<file path="src/rtl/square_freq_meter.sv">
// Square-wave frequency meter: slices a 6-bit sample stream, measures samples between rising
// edges and divides LUT_LEN by that period. Define SQM_HYST_EN for a hysteresis slicer.
module square_freq_meter #(
    parameter int LUT_LEN    = 24000,
    parameter int THRESH     = 30,
    parameter int CNT_W      = 16,
    parameter int MIN_PERIOD = 2
`ifdef SQM_HYST_EN
    ,
    parameter int HYST       = 8
`endif
) (
    input  logic             clk,
    input  logic             reset,
    input  logic [5:0]       sample_in,
    input  logic             sample_en,
    output logic [CNT_W-1:0] period_out,
    output logic [8:0]       fo_out,
    output logic             meas_valid,
    output logic             locked,
    output logic             overrun,
    output logic             timeout
);

    localparam int               ITW       = $clog2(CNT_W + 1);
    localparam logic [ITW-1:0]   C_ITERS   = ITW'(CNT_W);
    localparam logic [CNT_W-1:0] C_CNT_MAX = '1;
    localparam logic [CNT_W-1:0] C_LUT     = CNT_W'(LUT_LEN);
    localparam logic [CNT_W-1:0] C_MIN     = CNT_W'(MIN_PERIOD);
`ifdef SQM_HYST_EN
    localparam logic [5:0]       C_HI      = 6'(THRESH + HYST);
    localparam logic [5:0]       C_LO      = 6'(THRESH - HYST);
`else
    localparam logic [5:0]       C_TH      = 6'(THRESH);
`endif

    typedef enum logic {
        S_IDLE,
        S_ARMED
    } state_t;

    state_t             r_state;
    logic               r_level;
    logic [CNT_W-1:0]   r_cnt;
    logic               r_timeout;
    logic               r_locked;
    logic               r_seenOne;
    logic               r_overrun;

    logic               r_divBusy;
    logic [ITW-1:0]     r_it;
    logic [CNT_W-1:0]   r_rem;
    logic [CNT_W-1:0]   r_quo;
    logic [CNT_W-1:0]   r_div;
    logic [CNT_W-1:0]   r_period;
    logic [8:0]         r_fo;
    logic               r_measValid;

    logic               w_levelNext;
    logic               w_rise;
    logic               w_accept;
    logic               w_start;
    logic               w_overrunSet;
    logic               w_divDone;
    logic [CNT_W:0]     w_shift;
    logic               w_fits;
    logic [CNT_W-1:0]   w_remNext;

    always_comb begin
        w_levelNext = r_level;
`ifdef SQM_HYST_EN
        if (r_level) begin
            if (sample_in < C_LO) begin
                w_levelNext = 1'b0;
            end
        end else if (sample_in >= C_HI) begin
            w_levelNext = 1'b1;
        end
`else
        w_levelNext = (sample_in >= C_TH);
`endif
    end

    assign w_rise       = sample_en && !r_level && w_levelNext;
    assign w_accept     = (r_state == S_ARMED) && w_rise && (r_cnt >= C_MIN);
    assign w_start      = w_accept && !r_divBusy;
    assign w_overrunSet = w_accept && r_divBusy;
    assign w_divDone    = r_divBusy && (r_it == C_ITERS);

    always_ff @(posedge clk) begin
        if (reset) begin
            r_level <= 1'b0;
        end else if (sample_en) begin
            r_level <= w_levelNext;
        end
    end

    // Period counter and status flags; a timeout returns to IDLE so the next edge only re-arms.
    always_ff @(posedge clk) begin
        if (reset) begin
            r_state   <= S_IDLE;
            r_cnt     <= '0;
            r_timeout <= 1'b0;
            r_locked  <= 1'b0;
            r_seenOne <= 1'b0;
            r_overrun <= 1'b0;
        end else begin
            if (w_divDone) begin
                r_seenOne <= 1'b1;
                if (r_seenOne) begin
                    r_locked <= 1'b1;
                end
            end
            if (w_overrunSet) begin
                r_overrun <= 1'b1;
            end
            case (r_state)
                S_IDLE: begin
                    if (w_rise) begin
                        r_cnt     <= CNT_W'(1);
                        r_timeout <= 1'b0;
                        r_state   <= S_ARMED;
                    end
                end
                S_ARMED: begin
                    if (sample_en) begin
                        if (w_rise) begin
                            r_cnt <= CNT_W'(1);
                        end else if (r_cnt == C_CNT_MAX) begin
                            r_timeout <= 1'b1;
                            r_locked  <= 1'b0;
                            r_seenOne <= 1'b0;
                            r_state   <= S_IDLE;
                        end else begin
                            r_cnt <= r_cnt + 1'b1;
                        end
                    end
                end
                default: r_state <= S_IDLE;
            endcase
        end
    end

    assign w_shift   = {r_rem, r_quo[CNT_W-1]};
    assign w_fits    = (w_shift >= {1'b0, r_div});
    assign w_remNext = w_fits ? CNT_W'(w_shift - {1'b0, r_div}) : w_shift[CNT_W-1:0];

    // Restoring divider: load on the edge, CNT_W iterations, then one cycle to publish.
    always_ff @(posedge clk) begin
        if (reset) begin
            r_divBusy   <= 1'b0;
            r_it        <= '0;
            r_rem       <= '0;
            r_quo       <= '0;
            r_div       <= '0;
            r_period    <= '0;
            r_fo        <= '0;
            r_measValid <= 1'b0;
        end else begin
            r_measValid <= 1'b0;
            if (w_start) begin
                r_divBusy <= 1'b1;
                r_it      <= '0;
                r_rem     <= '0;
                r_quo     <= C_LUT;
                r_div     <= r_cnt;
            end else if (r_divBusy) begin
                if (w_divDone) begin
                    r_divBusy   <= 1'b0;
                    r_period    <= r_div;
                    r_fo        <= (|r_quo[CNT_W-1:9]) ? 9'h1FF : r_quo[8:0];
                    r_measValid <= 1'b1;
                end else begin
                    r_rem <= w_remNext;
                    r_quo <= {r_quo[CNT_W-2:0], w_fits};
                    r_it  <= r_it + 1'b1;
                end
            end
        end
    end

    assign period_out = r_period;
    assign fo_out     = r_fo;
    assign meas_valid = r_measValid;
    assign locked     = r_locked;
    assign overrun    = r_overrun;
    assign timeout    = r_timeout;

endmodule

</file>
<file path="config.mk">
export PLATFORM = sky130hd
export DESIGN_NAME = square_freq_meter
export DESIGN_NICKNAME = d
export VERILOG_FILES = /design/src/rtl/square_freq_meter.sv
export SDC_FILE = /design/constraint.sdc
export NUM_CORES = 1
export LEC_CHECK = 0
export CORE_ASPECT_RATIO = 0.75
export CORE_MARGIN = 1.5
export CORE_UTILIZATION = 40
export CTS_BUF_LIST = sky130_fd_sc_hd__clkbuf_2
export CTS_CLUSTER_SIZE = 10
export DETAILED_ROUTE_END_ITERATION = 8
export SLEW_MARGIN = 20
export SYNTH_ARGS = -nofsm -noshare
export SYNTH_HDL_FRONTEND = slang
export SYNTH_SLANG_ARGS = --single-unit
</file>
<file path="constraint.sdc">
create_clock -name clk -period 2.9 [get_ports clk]
set_input_delay 0.435 -clock clk [delete_from_list [all_inputs] [get_ports clk]]
set_output_delay 0.435 -clock clk [all_outputs]
set_load 0.01 [all_outputs]
</file>
### Word level (Yosys, flattened, before mapping)

Cells that the tools add are included.

| word-level totals | value |
|---|---|
| register bits after elaboration | 102 |
| latch bits | 0 |
| bits in writable memories | 0 |
| bits in read-only memories | 0 |
| input port bits | 9 |
| output and inout port bits | 29 |
| word-level logic and storage cells | 87 |
| memories kept | 0 |

| cells by class | value |
|---|---|
| $add $sub $neg | 3 |
| $mul | 0 |
| div/mod/pow operators | 0 |
| magnitude comparators | 3 |
| eq/ne operators | 8 |
| shift operators | 0 |
| multiplexer cells | 35 |
| bitwise logic cells | 4 |
| reductions and logical operators | 18 |

Operators with widths:

| cell | number |
|---|---|
| 2-to-1 mux 16 bit | 5 |
| 2-to-1 mux 15 bit | 3 |
| case mux 16 bit (2 select lines) | 1 |
| 2-to-1 mux 1 bit | 23 |
| greater-or-equal comparator 17 x 16 -> 1 bit | 1 |
| adder 16 x 1 -> 16 bit (second input constant) | 1 |
| equality test 16 bit (second input constant) | 1 |
| greater-or-equal comparator 16 x 2 -> 1 bit (second input constant) | 1 |
| subtractor 16 bit | 1 |
| 2-to-1 mux 9 bit | 1 |
| inequality test 2 bit (second input constant) | 4 |
| logical AND 1 bit | 7 |
| OR reduction 7 bit | 1 |
| greater-or-equal comparator 6 x 5 -> 1 bit (second input constant) | 1 |
| AND reduction 3 bit | 2 |
| adder 5 x 1 -> 5 bit (second input constant) | 1 |
| equality test 5 bit (second input constant) | 1 |
| inverter 1 bit | 4 |
| case mux 1 bit (2 select lines) | 2 |
| AND reduction 2 bit | 2 |
| AND reduction 4 bit | 1 |
| inequality test 3 bit (second input constant) | 1 |
| OR reduction 3 bit | 1 |
| zero test 1 bit | 2 |
| other kinds (3) | 3 |

### Depth between registers and ports, before layout

Gate-level depths: netlist (run 1).

| logic depth | value |
|---|---|
| depth in word-level cells | 8 |
| depth in mapped cells | 11 |
| gate-level depth less buffers | 10 |

### Worst setup path before layout (run 1)

OpenSTA, ideal clock, no wires.

| timing path | value |
|---|---|
| path kind | reg2reg |
| from | register r_div[4] |
| to | register r_rem[9] |
| setup time | 0.134 ns |
| data arrival time | 2.057 ns |
| required time | 2.766 ns |
| setup slack | 0.709 ns |
| cell stages (with the launch flop) | 10 |
| buffers on the path | 1 |
| period minus slack after synthesis | 2.191 ns |
| cells stage by stage | dfxtp_1 > inv_1 > ha_1 > a21o_1 > a31oi_2 > a311oi_2 > nor3b_4 > buf_6 > mux2i_1 > a21oi_1 |

| between the ends | value |
|---|---|
| cells in the longest elaborated chain, start to end | 2 |
| elaborated cells between the ends (all ways) | 3 |
| those cells by class | add/sub (1); order compare (1); mux (1) |

Ends and longest elaborated chain:

| what | RTL line | source |
|---|---|---|
| start, declared | 54 | `logic [CNT_W-1:0] r_div;` |
| start signal, assigned | 166 | `r_div <= r_cnt;` |
| subtractor 16 bit or greater-or-equal comparator 17 x 16 -> 1 bit (tied branches) | 146, 145 |  |
| 2-to-1 mux 16 bit (*) | 146 | `assign w_remNext = w_fits ? CNT_W'(w_shift - {1'b0, r_div}) : w_shift[CNT_W-1:0];` |
| end signal, assigned | 174 | `r_rem <= w_remNext;` |
| end, declared | 52 | `logic [CNT_W-1:0] r_rem;` |

Mark *: on every way between the ends. The rest lies on a longest branch, timed or not.
A chain may end at the register's enable or synchronous reset.

### Worst setup path in the final report (run 1)

| timing path | value |
|---|---|
| from | register r_div[1] |
| to | register r_rem[11] |

Same word-level chain as after synthesis.

==> results of run 1 <==
power by group:
group	total, mW	switching (mW)	internal [mW]
clock network	0.679	0.487	0.192
registers	1.42	0.00442	1.41
logic	0.0862	0.0576	0.0286
total	2.18	0.549	1.63
placed cells by master, fill, tap and decap left out, types with 12 or more instances in the layout:
master and instances:
buf_4 12, o21ai_0 24, nor2_1 73, clkdlybuf4s50_1 35
a211oi_1 13, dfxtp_1 102, a21oi_1 74, mux2i_1 20
nor3_1 14, nand2_1 76, ha_1 20, inv_1 23
worst min-delay path by stage:
stage | to | slack [ps] | depth (start not counted)
after floorplan | period_out[10] | 440 | 2
after global placement | period_out[11] | 440 | 2
after detailed placement | period_out[12] | 450 | 2
after CTS | period_out[3] | 160 | 2
after global routing | r_quo[6] | 190 | 2
final | period_out[2] | 210 | 2
per-stage QoR:
| stage | power [mW] | util | hold WS, ps | setup WS (ps) |
|---|---|---|---|---|
| 2_1_floorplan | 1.49 | - | 445 | 709 |
| 3_3_place_gp | 1.52 | 0.451 | 444 | 330 |
| 3_5_place_dp | 1.53 | 0.451 | 449 | 307 |
| 4_1_cts | 2.21 | 0.460 | 163 | 263 |
| 5_1_grt | 2.26 | 0.460 | 185 | 16.4 |
| 6_report | 2.18 | 0.460 | 206 | 227 |
cells in the mapped netlist (5+ instances only):
master,instances
nand4_1,8
o221a_2,9
nand2_1,76
nand3_1,10
a211oi_1,13
inv_1,23
buf_2,7
and2_1,5
nor2_1,73
nor2b_1,5
a21o_1,7
nand3b_1,8
and3_1,7
nor3_1,14
ha_1,20
clkbuf_1,21
mux2i_1,20
xor2_1,10
dfxtp_1,102
a21oi_1,74
o21ai_0,24
nor4_1,7
xnor2_1,5
registers in the layout, indices dropped and copies added (netlist names), 5 cells and up:
register    flops
fo_out          9
period_out     16
r_cnt          16
r_div          16
r_it            5
r_quo          16
r_rem          16
per-layer routing:
metal | vias up | track usage | routed length, um
met3 | 11 | 0.0374 | 494
li1 | 2211 | - | -
met1 | 2029 | 0.278 | 6500
met2 | 85 | 0.291 | 5140
met5 | - | 0 | 0
met4 | 0 | 0.0423 | 116
cell type report:
| cell class | count | area (sq um) |
|---|---|---|
| Clock buffer | 9 | 45.0 |
| Clock inverter | 7 | 62.6 |
| Fill cell | 1270 | 6620 |
| Inverter | 24 | 90.1 |
| Multi-Input combinational cell | 449 | 2730 |
| Sequential cell | 102 | 2040 |
| Tap cell | 166 | 208 |
| Timing Repair Buffer | 49 | 465 |
cell families (layout without fill, tap and decap cells):
kind of cell,Yosys count,in the layout,synth area share
and+or+nand+nor,228,228,0.211
AOI/OAI and AO/OA,165,165,0.212
DFF,102,102,0.407
buffers and inverters,58,89,0.0492
adders and majority gates,21,21,0.0539
muxes,20,20,0.0399
xor gates and xnor gates,15,15,0.0262
==> results.py, run 1 <==
metrics = {
    "logic_synthesis": {
        "yosys.area.top_type": "dfxtp_1",
        "synth_edf_count": 0,
        "ys_seq_area_frac": 0.407,
        "synth_ff_type": "dfxtp_1",
        "synth_top_area_share": 0.407,
        "ys_async_sr_fraction": 0,
        "ys_types": 58,
        "synth_seq_cells": 102,
        "yosys_warnings": 0,
        "synth.area.top_cells": "dfxtp_1 41%, a21oi_1 7.4%, nand2_1 5.7%",
        "synth_nets": 639,
        "synthCells": 609,
        "synth_area_sq_mm": 0.00501,
        "synth_area_per_cell_sq_um": 8.23,
    },
    "final_layout": {
        "area_delta_synth_final_pct": 12.5,
        "finalNonFillerCells": 806,
        "drive_gt1_frac": 0.0734,
        "nets": 665,
        "diodes": 0,
        "finish.instance_area_sq_mm": 0.00564,
    },
    "worst_setup_path": {
        "r2r_end": "r_rem[11]",
        "critPathKind": "reg2reg",
        "crit_arrival_ps": 3190,
        "rr_worst_depth": 10,
        "crit_required_ps": 3420,
        "startpoint": "r_div[1]",
        "worstSetupPathDepth": 10,
        "rr_startpoint": "r_div[1]",
        "worstSetupEndpointType": "register",
        "cp_top_family": "compound AO/OA/AOI/OAI gates",
        "reg2reg_slack_ps": 230,
        "cp_num_buf_inv": 2,
        "cp-start-kind": "register",
        "cpPeakStageDelay_ps": 470,
        "cp_cell_sequence": "inv_1, ha_1, nor2b_1, o2111ai_1, a311oi_2, nor3b_4, buf_4, nand2_1, o31a_1, a211oi_2",
        "critPathCapture": "r_rem[11]",
        "crit_slowest_cell": "dfxtp_1",
        "worstPathMaxFanout": 8,
    },
    "cts": {
        "cts_buffers": 9,
        "post_cts_resized": 0,
        "cts-hold-fix-buffers": 0,
        "clockBufferDepth": 2,
        "cts_tree": "yes",
        "htreeDepth": 3,
        "clock-sinks": 102,
        "root_buffer": "clkbuf_2",
        "clk_latency_ps": 570,
        "cts.reportedPaths.clkPinSlew_ps": 280,
        "post_cts_buffers": 0,
    },
    "timing": {
        "skew_ps": 28.7,
        "worstMarginPinSlew_ps": 732,
        "maxSlewHeadroom": 0.511,
        "setup_viol": 0,
        "min_period_ps": 2670,
        "fin_crit_sh": 0.922,
        "fmax_mhz": 374,
        "rsz0062_at_grt": "no",
        "finalHoldViolations": 0,
        "maxSlewViolCount": 0,
        "tns_ps": 0,
    },
    "die": {
        "die_h_um": 99.9,
        "fp.dieW_um": 132,
        "num_rows": 35,
        "boundaryPins": 38,
        "dieArea_sq_mm": 0.0132,
        "start_util": 0.409,
        "core_area_sq_mm": 0.0123,
    },
    "detailed_routing": {
        "drtIter0Drc": 362,
        "num_vias": 4336,
        "remaining_drc_errors": 0,
        "drt_pass1_iterations": 5,
        "drt-total-wl_um": 12200,
        "avgViaCountPerCell": 5.38,
        "ant_nets": 0,
        "wl_per_cell_um": 15.2,
    },
    "global_route": {
        "grt_pass1_vias": 4066,
        "grt_overflow_total": 0,
        "grt_usage": 0.190,
        "antenna_found_initial": 0,
        "grt_first_pass_wirelength_um": 20400,
        "grt_max_degree": 52,
    },
    "placed_design": {
        "dp_cells": 790,
        "dp_hpwl_um": 8810,
        "routabilityCongestion": 0.875,
        "port_buffers": 36,
        "dpl_cell_area_sq_mm": 0.00553,
    },
    "run_status": {
        "status": "completed",
    },
    "power_and_ir_drop": {
        "power_density_mw_per_mm2": 387,
        "vdd_ir_drop_max_mv": 0.205,
        "p_leak_nw": 2.15,
    },
    "run": {
        "cap_violations": 0,
    },
    "hold_path": {
        "hold_path_class": "in2reg",
        "worstHoldStart": "reset",
    },
}
Note: power is estimated with default switching activity, not from simulation.
==> run 2, diff against run 1 <==
==> constraint.sdc (replaced) <==
create_clock -name clk -period 2.75 [get_ports clk]
set_input_delay 0.4125 -clock clk [delete_from_list [all_inputs] [get_ports clk]]
set_output_delay 0.4125 -clock clk [all_outputs]
set_load 0.01 [all_outputs]
==> run 2 against run 1 <==
Wire length shrank 3.7%; clock skew down 1.3 ps; design area up 0.38%; first-iteration DRC count down 19%; clock power rose by 12%; critical path type unchanged; maximum frequency grew 5.6%; register-to-register slack hardly changed; sequential cell count is the same; via count down 1.4%; global-route usage decreased by 0.75 points; final cell count rose by 0.25%; worst setup slack lost 8.4 ps.
==> results.py, run 2 (synthesis results as in run 1) <==
metrics = {
    "final_layout": {
        "nets": 667,
        "final_cell_mix": "102 x dfxtp_1, 76 x nand2_1, 74 x a21oi_1",
        "multi_input_area_sq_mm": 0.00273,
        "regArea_sq_mm": 0.00204,
        "final_common_cell": "dfxtp_1",
        "fillers": 1248,
        "finalNonFillerCells": 808,
        "diodes": 0,
        "area_delta_synth_final_pct": 12.9,
        "drive_gt1_frac": 0.0794,
        "fin_util": 0.462,
    },
    "timing": {
        "worstMarginPinSlew_ps": 657,
        "setup_viol": 0,
        "skew_ps": 27.4,
        "maxSlewHeadroom": 0.561,
        "min_period_ps": 2530,
        "fin_crit_sh": 0.921,
        "rsz0062_at_grt": "no",
        "maxSlewViolCount": 0,
        "fmax_mhz": 395,
        "finalHoldViolations": 0,
        "tns_ps": 0,
    },
    "power_and_ir_drop": {
        "swShare": 0.255,
        "p_clk_frac": 0.324,
        "sequentialPowerShare": 0.637,
        "internal_power_mw": 1.75,
        "p_sw_uw": 597,
        "vdd_ir_drop_max_mv": 0.222,
        "power_density_mw_per_mm2": 414,
        "p_leak_nw": 2.16,
        "power_frac_comb": 0.039,
    },
    "worst_setup_path": {
        "cpPeakStageDelay_ps": 440,
        "crit_arrival_ps": 3060,
        "crit_required_ps": 3280,
        "cp_cell_sequence": "inv_1, ha_1, nand4_1, or2_1, a311oi_2, nor3b_4, buf_4, o31a_1, a211oi_2",
        "rr_worst_depth": 9,
        "cp-start-kind": "register",
        "worstSetupEndpointType": "register",
        "critPathKind": "reg2reg",
        "crit_slowest_cell": "ha_1",
        "rr_startpoint": "r_div[10]",
        "cp_top_family": "compound AO/OA/AOI/OAI gates",
        "r2r_end": "r_rem[11]",
        "worstPathMaxFanout": 11,
        "cp_num_buf_inv": 2,
        "reg2reg_slack_ps": 220,
    },
    "run_status": {
        "status": "completed",
    },
    "global_route": {
        "grt_overflow_total": 0,
        "grt_max_degree": 52,
        "grt_usage": 0.183,
        "grt_first_pass_wirelength_um": 19600,
        "grt_pass1_vias": 3820,
        "antenna_found_initial": 0,
    },
    "detailed_routing": {
        "avgViaCountPerCell": 5.29,
        "drt-total-wl_um": 11800,
        "remaining_drc_errors": 0,
        "drtIter0Drc": 292,
        "wl_per_cell_um": 14.6,
        "num_vias": 4276,
        "ant_nets": 0,
        "drt_pass1_iterations": 5,
    },
    "die": {
        "dieArea_sq_mm": 0.0132,
        "num_rows": 35,
        "core_area_sq_mm": 0.0123,
        "start_util": 0.409,
        "boundaryPins": 38,
        "die_h_um": 99.9,
        "fp.dieW_um": 132,
    },
    "cts": {
        "cts_buffers": 9,
        "cts_tree": "yes",
        "post_cts_resized": 0,
        "clock-sinks": 102,
        "cts-hold-fix-buffers": 0,
        "clk_latency_ps": 570,
        "post_cts_buffers": 0,
        "root_buffer": "clkbuf_2",
        "cts.reportedPaths.clkPinSlew_ps": 290,
        "clockBufferDepth": 2,
        "htreeDepth": 3,
    },
    "hold_path": {
        "worstHoldEndpoint": "period_out[2]",
        "hold_path_class": "in2reg",
        "worstHoldStart": "reset",
        "whs_path_depth": 2,
    },
    "placed_design": {
        "dp_cells": 792,
        "dp_hpwl_um": 8380,
        "routabilityCongestion": 0.876,
        "port_buffers": 36,
    },
    "run": {
        "cap_violations": 0,
    },
}
-- run 2: cell count changes in the layout (fill, tap and decap cells not counted), sizes merged --
cell,previous run,this run
inv,24,26
buf,14,16
clkinv,5,3
-- run 2: per-stage QoR --
step,instance area (sq um),hold slack [ps],setup slack (ps),power [mW]
floorplan,5010,445,559,1.57
global placement,5530,444,302,1.61
detailed placement,5530,446,246,1.61
CTS,5660,123,235,2.38
global route,5660,107,28.0,2.45
finish,5660,186,219,2.34
-- run 2: power by group through the flow --
stage / sequential (mW) / combinational (mW) / clock [mW]
finish: 1.49 / 0.0907 / 0.759
global route: 1.50 / 0.101 / 0.853
CTS: 1.49 / 0.0914 / 0.798
detailed placement: 1.52 / 0.0912 / 0
global placement: 1.52 / 0.0901 / 0
floorplan: 1.52 / 0.0567 / 0
-- run 2: worst max-delay path by stage --
| stage | cells after the start | end | from |
|---|---|---|---|
| 3_5_place_dp | 9 | r_rem[11] | r_div[10] |
| 6_report | 9 | r_rem[11] | r_div[10] |
| 4_1_cts | 9 | r_rem[11] | r_div[10] |
| 5_1_grt | 8 | r_cnt[3] | r_cnt[1] |
| 3_3_place_gp | 9 | r_rem[11] | r_div[10] |
| 2_1_floorplan | 9 | r_rem[9] | r_div[4] |
-- run 2: cell type report --
type                       instances  share of cell area
clock buffer                       9             0.00796
clock inverter                     7              0.0144
inverter                          24              0.0159
multi-input combinational        449               0.482
sequential                       102               0.361
tap                              166              0.0367
timing repair buffer              51              0.0827
-- run 2: metal layers --
layer	global-route usage	wire [um]	share of wire
met5	0	0	0
met4	0.0406	61	0.0052
met3	0.0354	680	0.058
met2	0.263	4810	0.41
met1	0.280	6240	0.53
